--- src/rtl/if_fetch_pkg.sv ---
// Shared constants, state encoding and address-check helper for the instruction-fetch stage.
package if_fetch_pkg;

   localparam int unsigned MEM_BYTES_IMEM    = 4096;
   localparam logic [31:0] DEFAULT_NOP_INSTR = 32'h0000_0013;

   typedef enum logic [1:0] {
      StBoot = 2'd0,
      StRun  = 2'd1,
      StHalt = 2'd2
   } fetch_state_e;

   // Misaligned, or beyond the last full word of imem (unsigned compare).
   function automatic logic bad_addr(input logic [31:0] addr, input logic [31:0] imem_bytes);
      return (addr[1:0] != 2'b00) || (addr > (imem_bytes - 32'd4));
   endfunction

endpackage

--- src/rtl/if_fetch_perf_counters.sv ---
// Wrapping event counters for accepted beats and back-pressured cycles.
module if_fetch_perf_counters (
   input  logic        clk,
   input  logic        rst,
   input  logic        fire,
   input  logic        stall,
   output logic [31:0] fetch_count,
   output logic [31:0] stall_count
);

   always_ff @(posedge clk or posedge rst) begin
      if (rst) begin
         fetch_count <= 32'd0;
         stall_count <= 32'd0;
      end else begin
         fetch_count <= fetch_count + {31'd0, fire};
         stall_count <= stall_count + {31'd0, stall};
      end
   end

endmodule

--- src/rtl/if_fetch.sv ---
// Instruction-fetch stage: owns the PC, addresses a 1-cycle-latency imem and hands
// {pc, instr, fault} beats to decode over valid/ready, with redirect and fault halt.
module if_fetch
   import if_fetch_pkg::*;
#(
   parameter logic [31:0] RESET_PC   = 32'h0000_0000,
   parameter int unsigned IMEM_BYTES = MEM_BYTES_IMEM,
   parameter logic [31:0] NOP_INSTR  = DEFAULT_NOP_INSTR
) (
   input  logic        clk,
   input  logic        rst,
   output logic [31:0] imem_addr,
   input  logic [31:0] imem_read_data,
   input  logic        redirect_valid,
   input  logic [31:0] redirect_pc,
   output logic        out_valid,
   input  logic        out_ready,
   output logic [31:0] out_pc,
   output logic [31:0] out_instr,
   output logic        out_fault,
   output logic [31:0] fetch_count,
   output logic [31:0] stall_count
);

   localparam logic [31:0] ImemBytes = 32'(IMEM_BYTES);

   fetch_state_e state_q, state_d;
   logic [31:0]  pc_q;
   logic         fault_q;
   logic         is_run;
   logic         fire;
   logic         stall;

   always_comb begin
      is_run    = (state_q == StRun);
      out_valid = is_run & ~redirect_valid;
      fire      = out_valid & out_ready;
      stall     = out_valid & ~out_ready;
      out_pc    = pc_q;
      out_fault = is_run & fault_q;
      out_instr = fault_q ? NOP_INSTR : imem_read_data;

      // Holding pc_q while stalled makes imem re-read the presented word.
      if (redirect_valid) begin
         imem_addr = redirect_pc;
      end else if (fire && !fault_q) begin
         imem_addr = pc_q + 32'd4;
      end else begin
         imem_addr = pc_q;
      end
   end

   always_comb begin
      state_d = state_q;
      if (redirect_valid) begin
         state_d = StRun;
      end else begin
         unique case (state_q)
            StBoot:  state_d = StRun;
            StRun:   if (fire && fault_q) state_d = StHalt;
            StHalt:  state_d = StHalt;
            default: state_d = StBoot;
         endcase
      end
   end

   always_ff @(posedge clk or posedge rst) begin
      if (rst) begin
         state_q <= StBoot;
         pc_q    <= RESET_PC;
         fault_q <= 1'b0;
      end else begin
         state_q <= state_d;
         pc_q    <= imem_addr;
         fault_q <= bad_addr(imem_addr, ImemBytes);
      end
   end

   if_fetch_perf_counters u_perf (
      .clk         (clk),
      .rst         (rst),
      .fire        (fire),
      .stall       (stall),
      .fetch_count (fetch_count),
      .stall_count (stall_count)
   );

endmodule

--- config.mk ---
export PLATFORM = sky130hd
export DESIGN_NAME = if_fetch
export DESIGN_NICKNAME = d
export VERILOG_FILES = /design/src/rtl/if_fetch_pkg.sv /design/src/rtl/if_fetch_perf_counters.sv /design/src/rtl/if_fetch.sv
export SDC_FILE = /design/constraint.sdc
export NUM_CORES = 1
export LEC_CHECK = 0
export ABC_AREA = 1
export BUFFER_PORTS_ARGS = -buffer_cell sky130_fd_sc_hd__buf_2
export CORE_MARGIN = 10
export CORE_UTILIZATION = 50
export DETAILED_ROUTE_END_ITERATION = 8
export PLACE_DENSITY_LB_ADDON = 0.2
export SLEW_MARGIN = 20
export SYNTH_ARGS = -nofsm -noshare
export SYNTH_HDL_FRONTEND = slang
export SYNTH_SLANG_ARGS = --single-unit
--- constraint.sdc ---
create_clock -name clk -period 4.1 [get_ports clk]
set_input_delay 0 -clock clk [delete_from_list [all_inputs] [get_ports clk]]
set_output_delay 0 -clock clk [all_outputs]
set_load 0.02 [all_outputs]
==> impl_metrics.tcl, run 1 <==
set metrics [dict create \
    p_leak_nw 4.26 \
    grt_first_pass_wirelength_um 28300 \
    syn_area_per_cell_um2 7.85 \
    antenna_found_initial 1 \
    cp-end-kind "flip-flop" \
    cts_max_level 3 \
    drt_iter0_drc 263 \
    outcome "complete, no violations" \
    placed_area_mm2 0.00701 \
    p_seq_frac 0.442 \
    critPathArrivalTime_ns 2.99 \
    max_slew_margin 0.492 \
    critical_path_class "flip-flop to flip-flop" \
    gp_congestion 0.939 \
    ant_nets 0 \
    wl_um 17600 \
    clockBufferDepth 2 \
    switching_share 0.347 \
    drv_cap 0 \
    die_w_um 127 \
    vias 5473 \
    netlist.area_leader.share 0.432 \
    fin_util 0.673 \
    clock_sinks 99 \
    io_buffers 229 \
    multi_input_area_mm2 0.00273 \
    nets 1066 \
    power.total_w 0.00264 \
    p_clk_frac 0.314 \
    fmax_ghz 0.363 \
    rows 39 \
    overflow 0 \
    combPwrFrac 0.243 \
    die_area_mm2 0.0161 \
    synth_edf_count 0 \
    yosys-top-cells-area "dfrtp_1 (43%), nand2_1 (11%), inv_1 (7.9%)" \
    drc 0 \
    clk_latency_ns 0.35 \
    area_growth_pct 32.8 \
    cts_setup_buffers 0 \
    cts_tree "built" \
    finalCritPeriodShare 0.671 \
    drt_pass1_iterations 5 \
    rsz0062_at_grt "no" \
    synth_fp_nets 805 \
    placed_cells 1092 \
    netlist_instances 730 \
    cts_resized 0 \
    synth_flop_cell "dfrtp_1" \
    hold_violations 0 \
    fill_cells 992 \
    core_area_mm2 0.0113 \
    initial_core_util 0.506 \
    ff_latch_area_mm2 0.00248 \
    drv_slew 0 \
    die_h_um 127 \
    synth_cell_type_count 38 \
    yosys_warnings 0 \
    async_flop_share 1.00 \
    pin_count 230 \
    yosys.area.top_type "dfrtp_1" \
    power.density_mw_per_mm2 346 \
    root_buffer "clkbuf_16" \
    numCtsBuffers 9 \
    post-route-min-period_ns 2.75 \
    worstPathMaxFanout 4 \
    synthesis.area_mm2 0.00573 \
    final_cells 1140 \
    grt_pass1_vias 5544 \
    vdd_drop_max_mv 0.336 \
    finish.instance_area_mm2 0.00761 \
    grtUsageTotal 0.213 \
    clkSlewWorstSetupHoldPaths_ns 0.07 \
    via_per_inst 4.80 \
    hpwl_um 13700 \
    p_int_w 0.00172 \
    startpoint_type "flip-flop" \
    fin_tns_setup_ns 0 \
    grt_max_degree 62 \
    hp-class "input pin to flip-flop" \
    worst_slew_pin_slew_ns 0.762 \
    seq_area_frac_synth 0.432 \
    ys_ff_latch 99 \
    setup-violations-final 0 \
    required_ns 4.34 \
    routedWlPerCell_um 15.5 \
    p_switching_w 0.000917 \
    skew_ns 0.00955 \
    drive_gt1_frac 0.302 \
]
-- per-stage QoR --
step,hold slack [ns],setup WS [ns]
2_1_floorplan,0.115,1.51
3_3_place_gp,0.191,1.41
3_5_place_dp,0.192,1.32
4_1_cts,0.000304,1.31
5_1_grt,0.0480,1.03
6_report,0.0198,1.35
-- registers in the layout, summed over array words and instances, names as in the netlist --
| register | flops |
|---|---|
| fault_q | 1 |
| u_perf.fetch_count | 32 |
| out_pc | 32 |
| state_q | 2 |
| u_perf.stall_count | 32 |
-- synthesized netlist by cell type (2+ instances only) --
cell / instances
nor2_2: 6
buf_6: 2
nand2_1: 163
nor3_2: 2
nor3_1: 11
inv_1: 121
nor4_1: 4
xnor2_1: 25
a21oi_1: 7
clkbuf_1: 2
nand2_2: 5
xor2_1: 37
buf_1: 5
nor2_4: 11
nand4_1: 18
o21ai_0: 16
dfrtp_1: 99
a31oi_1: 2
buf_2: 3
nand3_1: 51
ha_1: 7
nand3_4: 3
nand3_2: 5
nand3b_1: 5
or2_2: 14
nor2_1: 94
-- cells in the final DEF, fill, tap and decap left out, types with 2 or more instances in the layout --
cell / Yosys / final
a21oi_1: 7 / 7
a31oi_1: 2 / 2
buf_2: 3 / 229
buf_4: 0 / 2
clkbuf_16: 0 / 9
clkinvlp_4: 0 / 2
dfrtp_1: 99 / 99
dlygate4sd3_1: 0 / 31
ha_1: 7 / 7
inv_1: 121 / 120
inv_8: 0 / 2
nand2_1: 163 / 163
nand2_2: 5 / 5
nand3_1: 51 / 51
nand3_2: 5 / 5
nand3_4: 3 / 3
nand3b_1: 5 / 5
nand4_1: 18 / 18
nor2_1: 94 / 94
nor2_2: 6 / 6
nor2_4: 11 / 11
nor3_1: 11 / 11
nor3_2: 2 / 2
nor4_1: 4 / 4
o21ai_0: 16 / 16
or2_2: 14 / 14
xnor2_1: 25 / 25
xor2_1: 37 / 37
-- kinds of logic (layout without fill, tap and decap cells) --
kind of cell / after synthesis / in the layout / synth area share
buffers and inverters: 135 / 401 / 0.0925
AO/OA/AOI/OAI: 28 / 28 / 0.0260
flip-flops: 99 / 99 / 0.432
multiplexers: 1 / 1 / 0.00175
other: 0 / 1 / 0
AND/OR/NAND/NOR: 398 / 398 / 0.338
adder cells (fa/ha/maj): 7 / 7 / 0.0153
XOR/XNOR: 62 / 62 / 0.0947
-- critical path, stage by stage (launching register included) --
cell and delay, ns:
dfrtp_1 0.36, inv_1 0.09, ha_1 0.31, nand2_1 0.11, nor2_1 0.12, ha_1 0.18, ha_1 0.18, nand2_1 0.11
nor2_4 0.13, nand4_2 0.14, or2_4 0.28, nor2_4 0.11, nand3_2 0.12, nor2_4 0.16, nand3b_1 0.10, xor2_1 0.15
-- what timing repair did --
action,4_1_cts,5_1_grt
endpoints found under the hold margin,90,0
hold buffers,31,0
endpoints found under the setup margin,0,0
-- power by group through the flow --
stage	Sequential (W)	Combinational [W]	Clock [W]
floorplan	0.00127	0.000284	0
global placement	0.00118	0.000618	0
detailed placement	0.00118	0.000629	0
CTS	0.00117	0.000654	0.000846
global route	0.00118	0.000706	0.000889
finish	0.00117	0.000642	0.000829
-- area by class of cell --
class                           count  share of cell area
Timing Repair Buffer              262               0.193
Tap cell                          143              0.0235
Antenna cell                        1            0.000329
Clock buffer                       11              0.0319
Multi-Input combinational cell    496               0.358
Sequential cell                    99               0.325
Clock inverter                      5             0.00608
Inverter                          123              0.0616
-- layer usage --
metal / GRT usage / wire, µm / share of wire
met2: 0.375 / 9030 / 0.51
met5: 0 / 0 / 0
met4: 0.0402 / 127 / 0.0072
met3: 0.0798 / 1280 / 0.072
met1: 0.244 / 7200 / 0.41
-- final timing paths --
check	start	endpoint	slack (ns)	depth (start not counted)
worst max-delay path	state_q[1]$_DFFE_PP0P_	u_perf.stall_count[30]$_DFF_PP0_	1.35	15
worst min-delay path	redirect_pc[14]	out_pc[14]$_DFF_PP0_	0.02	3
worst max register to register	state_q[1]$_DFFE_PP0P_	u_perf.stall_count[30]$_DFF_PP0_	1.35	15
worst min register to register	u_perf.fetch_count[31]$_DFF_PP0_	u_perf.fetch_count[31]$_DFF_PP0_	0.47	1
max in group asynchronous	rst	out_pc[9]$_DFF_PP0_	2.72	4
min in group asynchronous	rst	u_perf.fetch_count[31]$_DFF_PP0_	0.35	3
(Power assumes the default switching activity.)
==> inputs of run 2 (changes only) <==
--- a/config.mk
+++ b/config.mk
@@ -8,7 +8,7 @@
 export ABC_AREA = 1
 export BUFFER_PORTS_ARGS = -buffer_cell sky130_fd_sc_hd__buf_2
 export CORE_MARGIN = 10
-export CORE_UTILIZATION = 50
+export CORE_UTILIZATION = 44
 export DETAILED_ROUTE_END_ITERATION = 8
 export PLACE_DENSITY_LB_ADDON = 0.2
 export SLEW_MARGIN = 20
==> constraint.sdc (replaced) <==
create_clock -name clk -period 2.5 [get_ports clk]
set_input_delay 0 -clock clk [delete_from_list [all_inputs] [get_ports clk]]
set_output_delay 0 -clock clk [all_outputs]
set_load 0.02 [all_outputs]
==> run 2 against run 1 <==
Effect of this change:
- first-iteration DRC count increased by 34%
- final area up 4.5%
- die area increased by 11%
- global-route usage down 1.8 points
- sequential cell count is the same
- count of clock-buffer cells in the layout unchanged
- highest routed layer unchanged
==> impl_metrics.tcl, run 2 (same netlist as run 1, synthesis figures left out) <==
set metrics [dict create \
    outcome "complete, no violations" \
    io_buffers 229 \
    clockBufferDepth 2 \
    mostFrequentLayoutCell "buf_2" \
    required_ns 2.50 \
    rsz0062_at_grt "yes" \
    combPwrFrac 0.257 \
    final_cell_mix "buf_2 (229), nand2_1 (158), inv_1 (118)" \
    pin_count 230 \
    fill_cells 1142 \
    hpwl_um 14100 \
    worstPathMaxFanout 7 \
    drv_cap 0 \
    hold_violations 0 \
    initial_core_util 0.452 \
    fmax_ghz 0.428 \
    vias 5579 \
    via_per_inst 4.68 \
    routedWlPerCell_um 15.2 \
    multi_input_area_mm2 0.00284 \
    die_w_um 134 \
    critPathArrivalTime_ns 2.34 \
    grt_pass1_vias 5527 \
    drt_pass1_iterations 4 \
    power.total_w 0.00446 \
    ant_nets 0 \
    grt_first_pass_wirelength_um 28400 \
    finalCritPeriodShare 0.935 \
    power.density_mw_per_mm2 560 \
    vdd_drop_max_mv 0.366 \
    cts_tree "built" \
    cp-end-kind "output pin" \
    overflow 0 \
    post-route-min-period_ns 2.34 \
    antenna_found_initial 0 \
    worst_slew_pin_slew_ns 0.826 \
    grt_max_degree 50 \
    hp-class "input pin to flip-flop" \
    whs_ns 0.0363 \
    critical_path_class "flip-flop to output pin" \
    core_area_mm2 0.0127 \
    p_seq_frac 0.438 \
    gp_congestion 0.886 \
    drv_slew 0 \
    wl_um 18100 \
    insertedDiodeCount 0 \
    die_h_um 134 \
    clkSlewWorstSetupHoldPaths_ns 0.07 \
    skew_ns 0.00555 \
    numCtsBuffers 9 \
    finish.instance_area_mm2 0.00796 \
    grtUsageTotal 0.195 \
    area_growth_pct 38.8 \
    clock_sinks 99 \
    root_buffer "clkbuf_16" \
    placed_area_mm2 0.00716 \
    nets 1090 \
    rows 41 \
    max_slew_margin 0.448 \
    ff_latch_area_mm2 0.00248 \
    clk_latency_ns 0.36 \
    drc 0 \
    cts_max_level 3 \
    startpoint_type "flip-flop" \
    switching_share 0.352 \
    drt_iter0_drc 352 \
    p_switching_w 0.00157 \
    p_clk_frac 0.305 \
    p_leak_nw 4.41 \
    setup-violations-final 0 \
    p_int_w 0.00289 \
    drive_gt1_frac 0.333 \
    die_area_mm2 0.0180 \
]
[run 2: stage by stage]
| stage | cells | utilization | TNS (ns) | setup WS, ns |
|---|---|---|---|---|
| final | 1192 | 0.628 | 0 | 0.161 |
| after global routing | 1192 | 0.628 | -0.0234 | -0.0192 |
| after CTS | 1184 | 0.617 | 0 | 0.000680 |
| after detailed placement | 1134 | 0.565 | -0.170 | -0.0856 |
| after global placement | 1134 | 0.565 | 0 | 0.00725 |
| after floorplan | 730 | - | 0 | 0.0153 |
[run 2: power groups by stage]
stage          combinational (W)  clock, W  sequential [W]
2_1_floorplan           0.000469         0         0.00208
6_report                 0.00115   0.00136         0.00195
3_3_place_gp             0.00106         0         0.00194
4_1_cts                  0.00113   0.00139         0.00193
3_5_place_dp             0.00107         0         0.00195
5_1_grt                  0.00125   0.00146         0.00197
[run 2: final timing paths]
kind                                                         end  cells past startpoint                        startpoint  slack (ns)
worst max-delay path                               imem_addr[25]                     12            state_q[0]$_DFFE_PP0P_        0.16
worst min-delay path                         out_pc[0]$_DFF_PP0_                      4                    redirect_valid        0.04
worst max register to register  u_perf.fetch_count[30]$_DFF_PP0_                     16            state_q[0]$_DFFE_PP0P_        0.18
worst min register to register  u_perf.fetch_count[31]$_DFF_PP0_                      1  u_perf.fetch_count[31]$_DFF_PP0_        0.47
max in group asynchronous                   out_pc[14]$_DFF_PP0_                      4                               rst        1.45
min in group asynchronous       u_perf.fetch_count[25]$_DFF_PP0_                      3                               rst        0.34
[run 2: final cells by class]
cell class,count,area share
multi-input cells,496,0.357
flip-flops and latches,99,0.311
repair buffers,286,0.209
inverters,123,0.0591
clock buffers,11,0.0305
well taps,172,0.0270
clock inverters,5,0.00566
[run 2: routing by layer]
layer | vias up | GRT usage | part of all wire
met2 | 161 | 0.339 | 0.51
met1 | 2569 | 0.230 | 0.42
li1 | 2830 | - | -
met3 | 19 | 0.0571 | 0.060
met5 | - | 0 | 0
met4 | 0 | 0.0502 | 0.012
[run 2: what timing repair did]
action,in CTS,in global routing
hold endpoints to repair,66,0
gates resized for setup,7,19
endpoints found under the setup margin,4,17
hold buffers,31,0
buffers inserted,3,8
pin swaps,5,13
[run 2: worst max-delay path: stages (launching register included)]
cell and delay (ns):
dfrtp_1 0.41, ha_4 0.18, nand3_4 0.08, buf_4 0.16, nor2_4 0.21, nand2_2 0.11, nor2_4 0.15, nand4_1 0.10
nand2_1 0.09, nand2_1 0.07, o21ai_1 0.16, inv_1 0.09, buf_2 0.17
